<file path="src/rtl/vector_requantize.sv">
// Narrows a vector of signed Q32.32 elements to signed Q16.16, one element per
// enabled clock, with round-half-up at bit 15 and saturation to 32 bits.
module vector_requantize #(
  parameter int LENGTH = 5
) (
  input  logic                  clk,
  input  logic                  rst_n,
  input  logic                  ce,
  input  logic                  in_valid,
  output logic                  in_ready,
  input  logic [64*LENGTH-1:0]  P,
  output logic [32*LENGTH-1:0]  Z,
  output logic [LENGTH-1:0]     sat,
  output logic                  out_valid,
  input  logic                  out_ready
);

  localparam int IDXW = $clog2(LENGTH + 1);

  typedef enum logic [1:0] {
    S_IDLE = 2'd0,
    S_RUN  = 2'd1,
    S_DONE = 2'd2
  } state_t;

  state_t                r_state;
  state_t                w_state_nxt;
  logic [IDXW-1:0]       r_idx;
  logic [64*LENGTH-1:0]  r_p;
  logic [32*LENGTH-1:0]  r_z;
  logic [LENGTH-1:0]     r_sat;
  logic                  r_out_valid;
  logic                  w_in_ready;
  logic                  w_accept;
  logic                  w_last;
  logic [63:0]           w_elem;
  logic [32:0]           w_conv;

  // Returns {saturated, q16.16}; the 65-bit sum cannot overflow for any 64-bit input.
  function automatic logic [32:0] requant(input logic [63:0] e);
    logic signed [64:0] r;
    logic signed [64:0] t;
    r = $signed({e[63], e}) + 65'sh0_0000_0000_0000_8000;
    t = r >>> 16;
    if (t > 65'sh0_0000_0000_7FFF_FFFF) begin
      requant = {1'b1, 32'h7FFF_FFFF};
    end else if (t < 65'sh1_FFFF_FFFF_8000_0000) begin
      requant = {1'b1, 32'h8000_0000};
    end else begin
      requant = {1'b0, t[31:0]};
    end
  endfunction

  assign w_in_ready = rst_n & ce & (r_state == S_IDLE);
  assign w_accept   = ce & in_valid & w_in_ready;
  assign w_last     = (r_idx == IDXW'(LENGTH - 1));

  // Selects the captured element addressed by the running index.
  always_comb begin
    w_elem = 64'h0;
    for (int i = 0; i < LENGTH; i++) begin
      w_elem = (r_idx == IDXW'(i)) ? r_p[64*i +: 64] : w_elem;
    end
    w_conv = requant(w_elem);
  end

  // Next-state logic for the accept / convert / hold sequence.
  always_comb begin
    w_state_nxt = r_state;
    case (r_state)
      S_IDLE: begin
        if (w_accept) begin
          w_state_nxt = S_RUN;
        end else begin
          w_state_nxt = S_IDLE;
        end
      end
      S_RUN: begin
        if (w_last) begin
          w_state_nxt = S_DONE;
        end else begin
          w_state_nxt = S_RUN;
        end
      end
      S_DONE: begin
        if (out_ready) begin
          w_state_nxt = S_IDLE;
        end else begin
          w_state_nxt = S_DONE;
        end
      end
      default: w_state_nxt = S_IDLE;
    endcase
  end

  // State, capture and in-place result registers; everything freezes while ce is low.
  always_ff @(posedge clk or negedge rst_n) begin
    if (!rst_n) begin
      r_state     <= S_IDLE;
      r_idx       <= '0;
      r_p         <= '0;
      r_z         <= '0;
      r_sat       <= '0;
      r_out_valid <= 1'b0;
    end else if (ce) begin
      r_state <= w_state_nxt;
      case (r_state)
        S_IDLE: begin
          if (w_accept) begin
            r_p   <= P;
            r_idx <= '0;
          end
        end
        S_RUN: begin
          for (int i = 0; i < LENGTH; i++) begin
            if (r_idx == IDXW'(i)) begin
              r_z[32*i +: 32] <= w_conv[31:0];
              r_sat[i]        <= w_conv[32];
            end
          end
          r_idx <= r_idx + IDXW'(1);
          if (w_last) begin
            r_out_valid <= 1'b1;
          end
        end
        S_DONE: begin
          if (out_ready) begin
            r_out_valid <= 1'b0;
          end
        end
        default: r_out_valid <= 1'b0;
      endcase
    end
  end

  assign in_ready  = w_in_ready;
  assign Z         = r_z;
  assign sat       = r_sat;
  assign out_valid = r_out_valid;

endmodule

</file>
<file path="config.mk">
export PLATFORM = sky130hd
export DESIGN_NAME = vector_requantize
export DESIGN_NICKNAME = d
export VERILOG_FILES = /design/src/rtl/vector_requantize.sv
export SDC_FILE = /design/constraint.sdc
export NUM_CORES = 1
export LEC_CHECK = 0
export ABC_AREA = 1
export ABC_CLOCK_PERIOD_IN_PS = 5000
export CAP_MARGIN = 30
export CORE_MARGIN = 4
export CORE_UTILIZATION = 50
export DETAILED_ROUTE_END_ITERATION = 16
export PLACE_DENSITY_LB_ADDON = 0.1
export SETUP_SLACK_MARGIN = 0.2
export SYNTH_ARGS = -nofsm -noshare
export SYNTH_HDL_FRONTEND = slang
export SYNTH_SLANG_ARGS = --single-unit
</file>
<file path="constraint.sdc">
create_clock -name clk -period 5 [get_ports clk]
set_input_delay 0.5 -clock clk [delete_from_list [all_inputs] [get_ports clk]]
set_output_delay 0.5 -clock clk [all_outputs]
set_load 0.05 [all_outputs]
</file>
## Word-level counts from Yosys, hierarchy flattened

Cells that the tools add are included.

| word-level totals | value |
|---|---|
| flip-flop bits (word level) | 491 |
| input bits | 325 |
| logic and storage cells | 59 |

| cells by class | value |
|---|---|
| $add $sub $neg | 2 |
| magnitude comparators | 2 |
| equality and inequality tests | 9 |
| mux-type cells | 16 |
| bitwise logic cells | 5 |
| reduce and logical (&&, ||, !) cells | 11 |

Operator list:

| cell | count |
|---|---|
| $mux W64 | 5 |
| $mux W33 | 2 |
| $add A64 B17 Y65 const B | 1 |
| $gt A49 B32 Y1 const B | 1 |
| $lt A49 B32 Y1 const B | 1 |
| $reduce_and A3 Y1 | 7 |
| $eq A3 B2 Y1 const B | 2 |
| $ne A2 B2 Y1 const B | 3 |
| $pmux W2 S3 | 1 |
| $pmux W3 S2 | 1 |
| $and A1 B1 Y1 | 4 |
| $mux W2 | 2 |
| $reduce_and A4 Y1 | 1 |
| $add A3 B1 Y3 const B | 1 |
| $eq A3 B1 Y1 const B | 1 |
| $eq A3 B3 Y1 const B | 1 |
| $logic_not A3 Y1 | 1 |
| $mux W1 | 3 |
| $mux W3 | 1 |
| $pmux W1 S3 | 1 |
| $eq A2 B1 Y1 const B | 1 |
| $eq A2 B2 Y1 const B | 1 |
| $logic_not A2 Y1 | 1 |
| $reduce_bool A2 Y1 | 1 |
| $not A1 Y1 | 1 |

## Logic depth before layout (Yosys ltp)

| depth | value |
|---|---|
| word-level depth | 10 |
| mapped depth | 30 |

## Worst setup path before layout

OpenSTA, ideal clock, no wires.

| timing path | value |
|---|---|
| path type | reg-to-reg |
| start point | register r_idx[2] |
| end point | register r_z[10] (netlist: Z[10]) |
| arrival | 3,365 ps |
| slack | 1,517 ps |
| stages on the path, launching flop included | 27 |
| path buffers | 4 |
| path through | dfrtp_1 > inv_2 > buf_2 > buf_2 > ha_1 > inv_1 > buf_2 > nor2_1 > nor2_1 > nand2_1 > nand2_1 > ha_1 > nand3_2 > nor2_1 > nand2_1 > nor2_1 > nand3_1 > nand2_1 > nand2_1 > nand3b_1 > nor2_1 > nand2_1 > nand2_1 > buf_4 > nand2_1 > nand2_1 > nand2_1 |

| on the way | value |
|---|---|
| cells in the longest elaborated chain, start to end | 10 |
| elaborated cells between the ends (all ways) | 16 |
| classes of those cells | add/sub: 1; order compare: 2; eq/ne: 4; mux: 7; reduce/logical: 2 |

Ends and longest elaborated chain:

| what | line | source |
|---|---|---|
| start: declaration | 28 | `logic [IDXW-1:0] r_idx;` |
| start signal: assignment | 121 | `r_idx <= r_idx + IDXW'(1);` |
| $logic_not A3 Y1 | 62, 116 |  |
| $mux W64 (5 in series) | 62 | `w_elem = (r_idx == IDXW'(i)) ? r_p[64*i +: 64] : w_elem;` |
| $add A64 B17 Y65 | 43 | `r = $signed({e[63], e}) + 65'sh0_0000_0000_0000_8000;` |
| $lt A49 B32 Y1 | 47 | `end else if (t < 65'sh1_FFFF_FFFF_8000_0000) begin` |
| $mux W33 | 47 |  |
| $mux W33 | 45 | `if (t > 65'sh0_0000_0000_7FFF_FFFF) begin` |
| end signal: indexed assignment | 117 | `r_z[32*i +: 32] <= w_conv[31:0];` |
| end: declaration | 30 | `logic [32*LENGTH-1:0] r_z;` |

Several ways; a longest one is shown, not always the timed one.
A chain may end at the register's enable or synchronous reset.

## Final worst setup path

| timing path | value |
|---|---|
| start point | register r_idx[0] |
| end point | register r_z[150] (netlist: Z[150]) |

| on the way | value |
|---|---|
| cells in the longest elaborated chain, start to end | 10 |
| elaborated cells between the ends (all ways) | 16 |
| classes of those cells | add/sub: 1; order compare: 2; eq/ne: 4; mux: 7; reduce/logical: 2 |

Ends and longest elaborated chain:

| what | line |
|---|---|
| $logic_not A3 Y1 | 62 |
| $mux W64 (5 in series) | 62 |
| $add A64 B17 Y65 | 43 |
| $lt A49 B32 Y1 | 47 |
| $mux W33 | 47 |
| $mux W33 | 45 |

Several ways; a longest one is shown, not always the timed one.

==> parameters.txt <==
Parameter                              Value

Critical path
  Longest individual stage delay on the worst path    0.46 ns
  Series of cell instances along the critical path    inv_1 -> ha_1 -> nand2_2 -> nor2_4 -> nand2_1 -> nand2_1 -> nand2_1 -> a21oi_2 -> nand3_1 -> nor2_1 -> nand2_1 -> nor2_4 -> nand4_1 -> a21oi_1 -> nand3_1 -> nor2_1 -> nand2_1 -> nand2_1 -> buf_6 -> nand2_1 -> nand2_1 -> nand2_1
  Critical path data required time    5.44 ns
  Crit path launch type    register
  Critical setup path kind    register to register
  CP Capture Type    register
  Buf+Inv Stages, Crit Path    2
  Worst EP arrival    4.93 ns
  Critical-path maximum fanout    32
  Worst-path cell with the longest stage delay    sky130_fd_sc_hd__nor2_4
  Cell family with most CP delay    simple AND/OR/NAND/NOR gates
  Crit-path most repeated cell    sky130_fd_sc_hd__nand2_1

Drt
  Highest routed layer    met4
  Final antenna-violating net count    0
  Aggregate routed wire length    64.8 mm
  Detailed-routed wire length on met2    29.9 mm
  Number of detailed-route iterations in the first pass    5
  Remaining routing DRC violations    0
  Met3 routed wirelength    4.60 mm
  Via-per-instance ratio    5.10
  Via total after detailed routing    19300
  Average wire per standard cell    17.2 um
  DRC marker count from the first detailed-route iteration    1902
  Met1 layer wirelength in the final routing    28.5 mm

Power
  Leakage Power    13.6 nW
  Power Density    660 mW/mm2
  Peak ir drop on the vdd network    390 uV
  Overall power of the completed layout    17.4 mW

Clock tree
  Clock Latency Late Sink    0.58 ns
  Clock-pin slew on the worst setup and hold paths    0.06 ns
  Clk root buf    sky130_fd_sc_hd__clkbuf_16
  Clock tree from TritonCTS    built
  Clock Tree Buf Depth    3
  # clock sinks    416
  CTS HTree Levels    2
  Post CTS Setup Buffer Count    0
  Number of clock buffers inserted by TritonCTS    43

Floorplan
  Row count    73
  Area inside the core boundary    0.0400 mm2
  Horizontal die dimension    210 um
  Die height    210 um
  Area of the die    0.0440 mm2
  Initial standard-cell utilization of the core    50.9%
  Boundary Pins    492

Placement
  Detailed-placement wirelength estimate    46.6 mm
  Total instance count after detailed placement    3695
  Placer's final routability congestion estimate    0.925
  Count of input and output buffers    416

STA
  Fraction of the cycle the final worst path needs    89.8%
  Final hold vios    0
  Achievable Freq    0.223 GHz
  Slew Viols, Final    0
  Remaining max-slew budget at the tightest pin    26.2%
  Final setup skew    0.0282 ns
  RSZ-0062 raised after global routing    yes
  Sum Neg Setup Slack    0 ns
  Transition time at the pin with the least slew margin    1.11 ns
  Minimum clock period after layout    4.49 ns
  Total setup violations reported at the end of the flow    0

Job
  Count of max-cap constraint violations    0

Run status
  Run status    finished clean

Final layout
  Final Non-Filler Cells    3775
  Fraction of final layout cells with drive strength greater than 1    4.65%
  Antenna diodes    0
  Net count reported at finish    3548
  Area growth, synth to finish    29.5%

Synthesis
  Post-synthesis sequential element count    416
  Synthesis Warnings    0
  Post-Syn Area per Cell    7.13 um2
  Count of cell types in the netlist    33
  Synthesized instance count    2853
  Fraction of the yosys area taken by sequential cells    51.1%
  Area of the mapped netlist    0.0204 mm2
  Number of nets in the synthesized netlist    3184

GRT
  Number of antenna violations at the first check in global routing    0
  Vias in the first global route    18400
  Global routing usage summed across all routing layers    28.5%
  Leftover overflow at the end of global routing    0
  Maximum number of pins on one net before global-route repair    208
  Global-route wire length before repair    100 mm

Worst hold path
  Min-Delay Path Class    input pin to register
==> flip-flops by register name, summed over array words and instances, names as in the netlist <==
| name | cells |
|---|---|
| r_p | 245 |
| sat | 5 |
| Z | 160 |
| r_idx | 3 |
| r_state | 2 |
| out_valid | 1 |
==> path summary, 6_finish.rpt <==
check,startpoint,end,slack [ns],cells after the start
max in group asynchronous,rst_n,r_p[189],2.42,4
worst min-delay path,P[216],r_p[216],0.45,3
worst max register to register,r_idx[0],Z[150],0.51,22
worst max-delay path,r_idx[0],Z[150],0.51,22
min in group asynchronous,rst_n,Z[90],0.51,2
worst min register to register,Z[132],Z[132],0.48,2
==> cells in the mapped netlist, drive strengths merged <==
cell / instances / share of area [%]
nor2: 172 / 3.3
and3: 1 / 0.031
o21ai: 76 / 1.9
xor2: 22 / 0.95
nand3b: 3 / 0.11
clkbuf: 79 / 1.5
nor3: 4 / 0.098
o211ai: 2 / 0.074
nand4: 9 / 0.28
a22oi: 1 / 0.037
ha: 6 / 0.37
nand2: 1663 / 31
dfrtp: 416 / 51
nand3: 125 / 3.1
inv: 150 / 2.8
a211oi: 1 / 0.037
a21oi: 31 / 0.87
o31ai: 1 / 0.037
buf: 56 / 1.7
clkinv: 22 / 0.41
or2: 2 / 0.061
xnor2: 10 / 0.43
o22ai: 1 / 0.031
==> layout by cell type (no fill, tap or decap), drive strengths merged, types with 3 or more instances in the layout <==
master and instances:
nand2 1663, clkbuf 64, nor3 4, clkinv 31, ha 6, inv 151
nand4 9, nand3b 3, nand3 125, xor2 22, clkdlybuf4s50 415, a21oi 31
o21ai 76, xnor2 10, nor2 172, buf 38, dfrtp 416
==> final cells by class <==
cell class                      instances  area (um2)
Clock inverter                         14         138
Sequential cell                       416       10400
Tap cell                              525         657
Fill cell                            3552       13700
Inverter                              172         659
Clock buffer                           64        1230
Multi-Input combinational cell       2130        8730
Timing Repair Buffer                  454        4530
==> timing repair <==
| item | 4_1_cts | 5_1_grt |
|---|---|---|
| endpoints found under the hold margin | 72 | 0 |
| endpoints found under the setup margin | 0 | 160 |
| resized for setup | 0 | 18 |
| hold buffers | 1 | 0 |
==> worst register-to-register path: stages, from the launching register on <==
cell,delay [ns]
sky130_fd_sc_hd__dfrtp_1,0.41
sky130_fd_sc_hd__inv_1,0.12
sky130_fd_sc_hd__ha_1,0.20
sky130_fd_sc_hd__nand2_2,0.11
sky130_fd_sc_hd__nor2_4,0.47
sky130_fd_sc_hd__nand2_1,0.11
sky130_fd_sc_hd__nand2_1,0.09
sky130_fd_sc_hd__nand2_1,0.11
sky130_fd_sc_hd__a21oi_2,0.31
sky130_fd_sc_hd__nand3_1,0.24
sky130_fd_sc_hd__nor2_1,0.22
sky130_fd_sc_hd__nand2_1,0.16
sky130_fd_sc_hd__nor2_4,0.21
sky130_fd_sc_hd__nand4_1,0.14
sky130_fd_sc_hd__a21oi_1,0.35
sky130_fd_sc_hd__nand3_1,0.13
sky130_fd_sc_hd__nor2_1,0.13
sky130_fd_sc_hd__nand2_1,0.06
sky130_fd_sc_hd__nand2_1,0.07
sky130_fd_sc_hd__buf_6,0.27
sky130_fd_sc_hd__nand2_1,0.26
sky130_fd_sc_hd__nand2_1,0.13
sky130_fd_sc_hd__nand2_1,0.07
==> per-stage QoR <==
stage / area, um2 / util, % / hold WS [ns] / worst slack, ns
global route: 26400 / 65.9 / 0.452 / 0.180
detailed placement: 24900 / 62.2 / 0.460 / 0.376
floorplan: 20400 / - / 0.204 / 1.52
global placement: 24900 / 62.1 / 0.456 / 0.443
CTS: 26300 / 65.6 / 0.431 / 0.329
finish: 26400 / 65.9 / 0.455 / 0.511
==> cell families (layout without fill, tap and decap cells) <==
| kind of cell | count (synthesis) | after routing | synth area share [%] |
|---|---|---|---|
| simple gates | 1979 | 1979 | 37.8 |
| buf+inv | 307 | 704 | 6.34 |
| xor+xnor | 32 | 32 | 1.38 |
| flops | 416 | 416 | 51.1 |
| fa+ha+maj | 6 | 6 | 0.369 |
| compound gates | 113 | 113 | 2.96 |
==> routing by layer <==
| metal | vias to the layer above | global-route usage, % |
|---|---|---|
| li1 | 9363 | - |
| met2 | 737 | 44.6 |
| met3 | 101 | 4.57 |
| met1 | 9057 | 41.0 |
| met5 | - | 0 |
| met4 | 0 | 9.43 |
==> power breakdown <==
group	internal, mW	total, mW	switching [mW]
clock	1.80	3.14	1.33
sequential	4.46	5.09	0.636
combinational	2.71	9.17	6.46
total	8.97	17.4	8.42
Power figures use the tool's default switching activity.
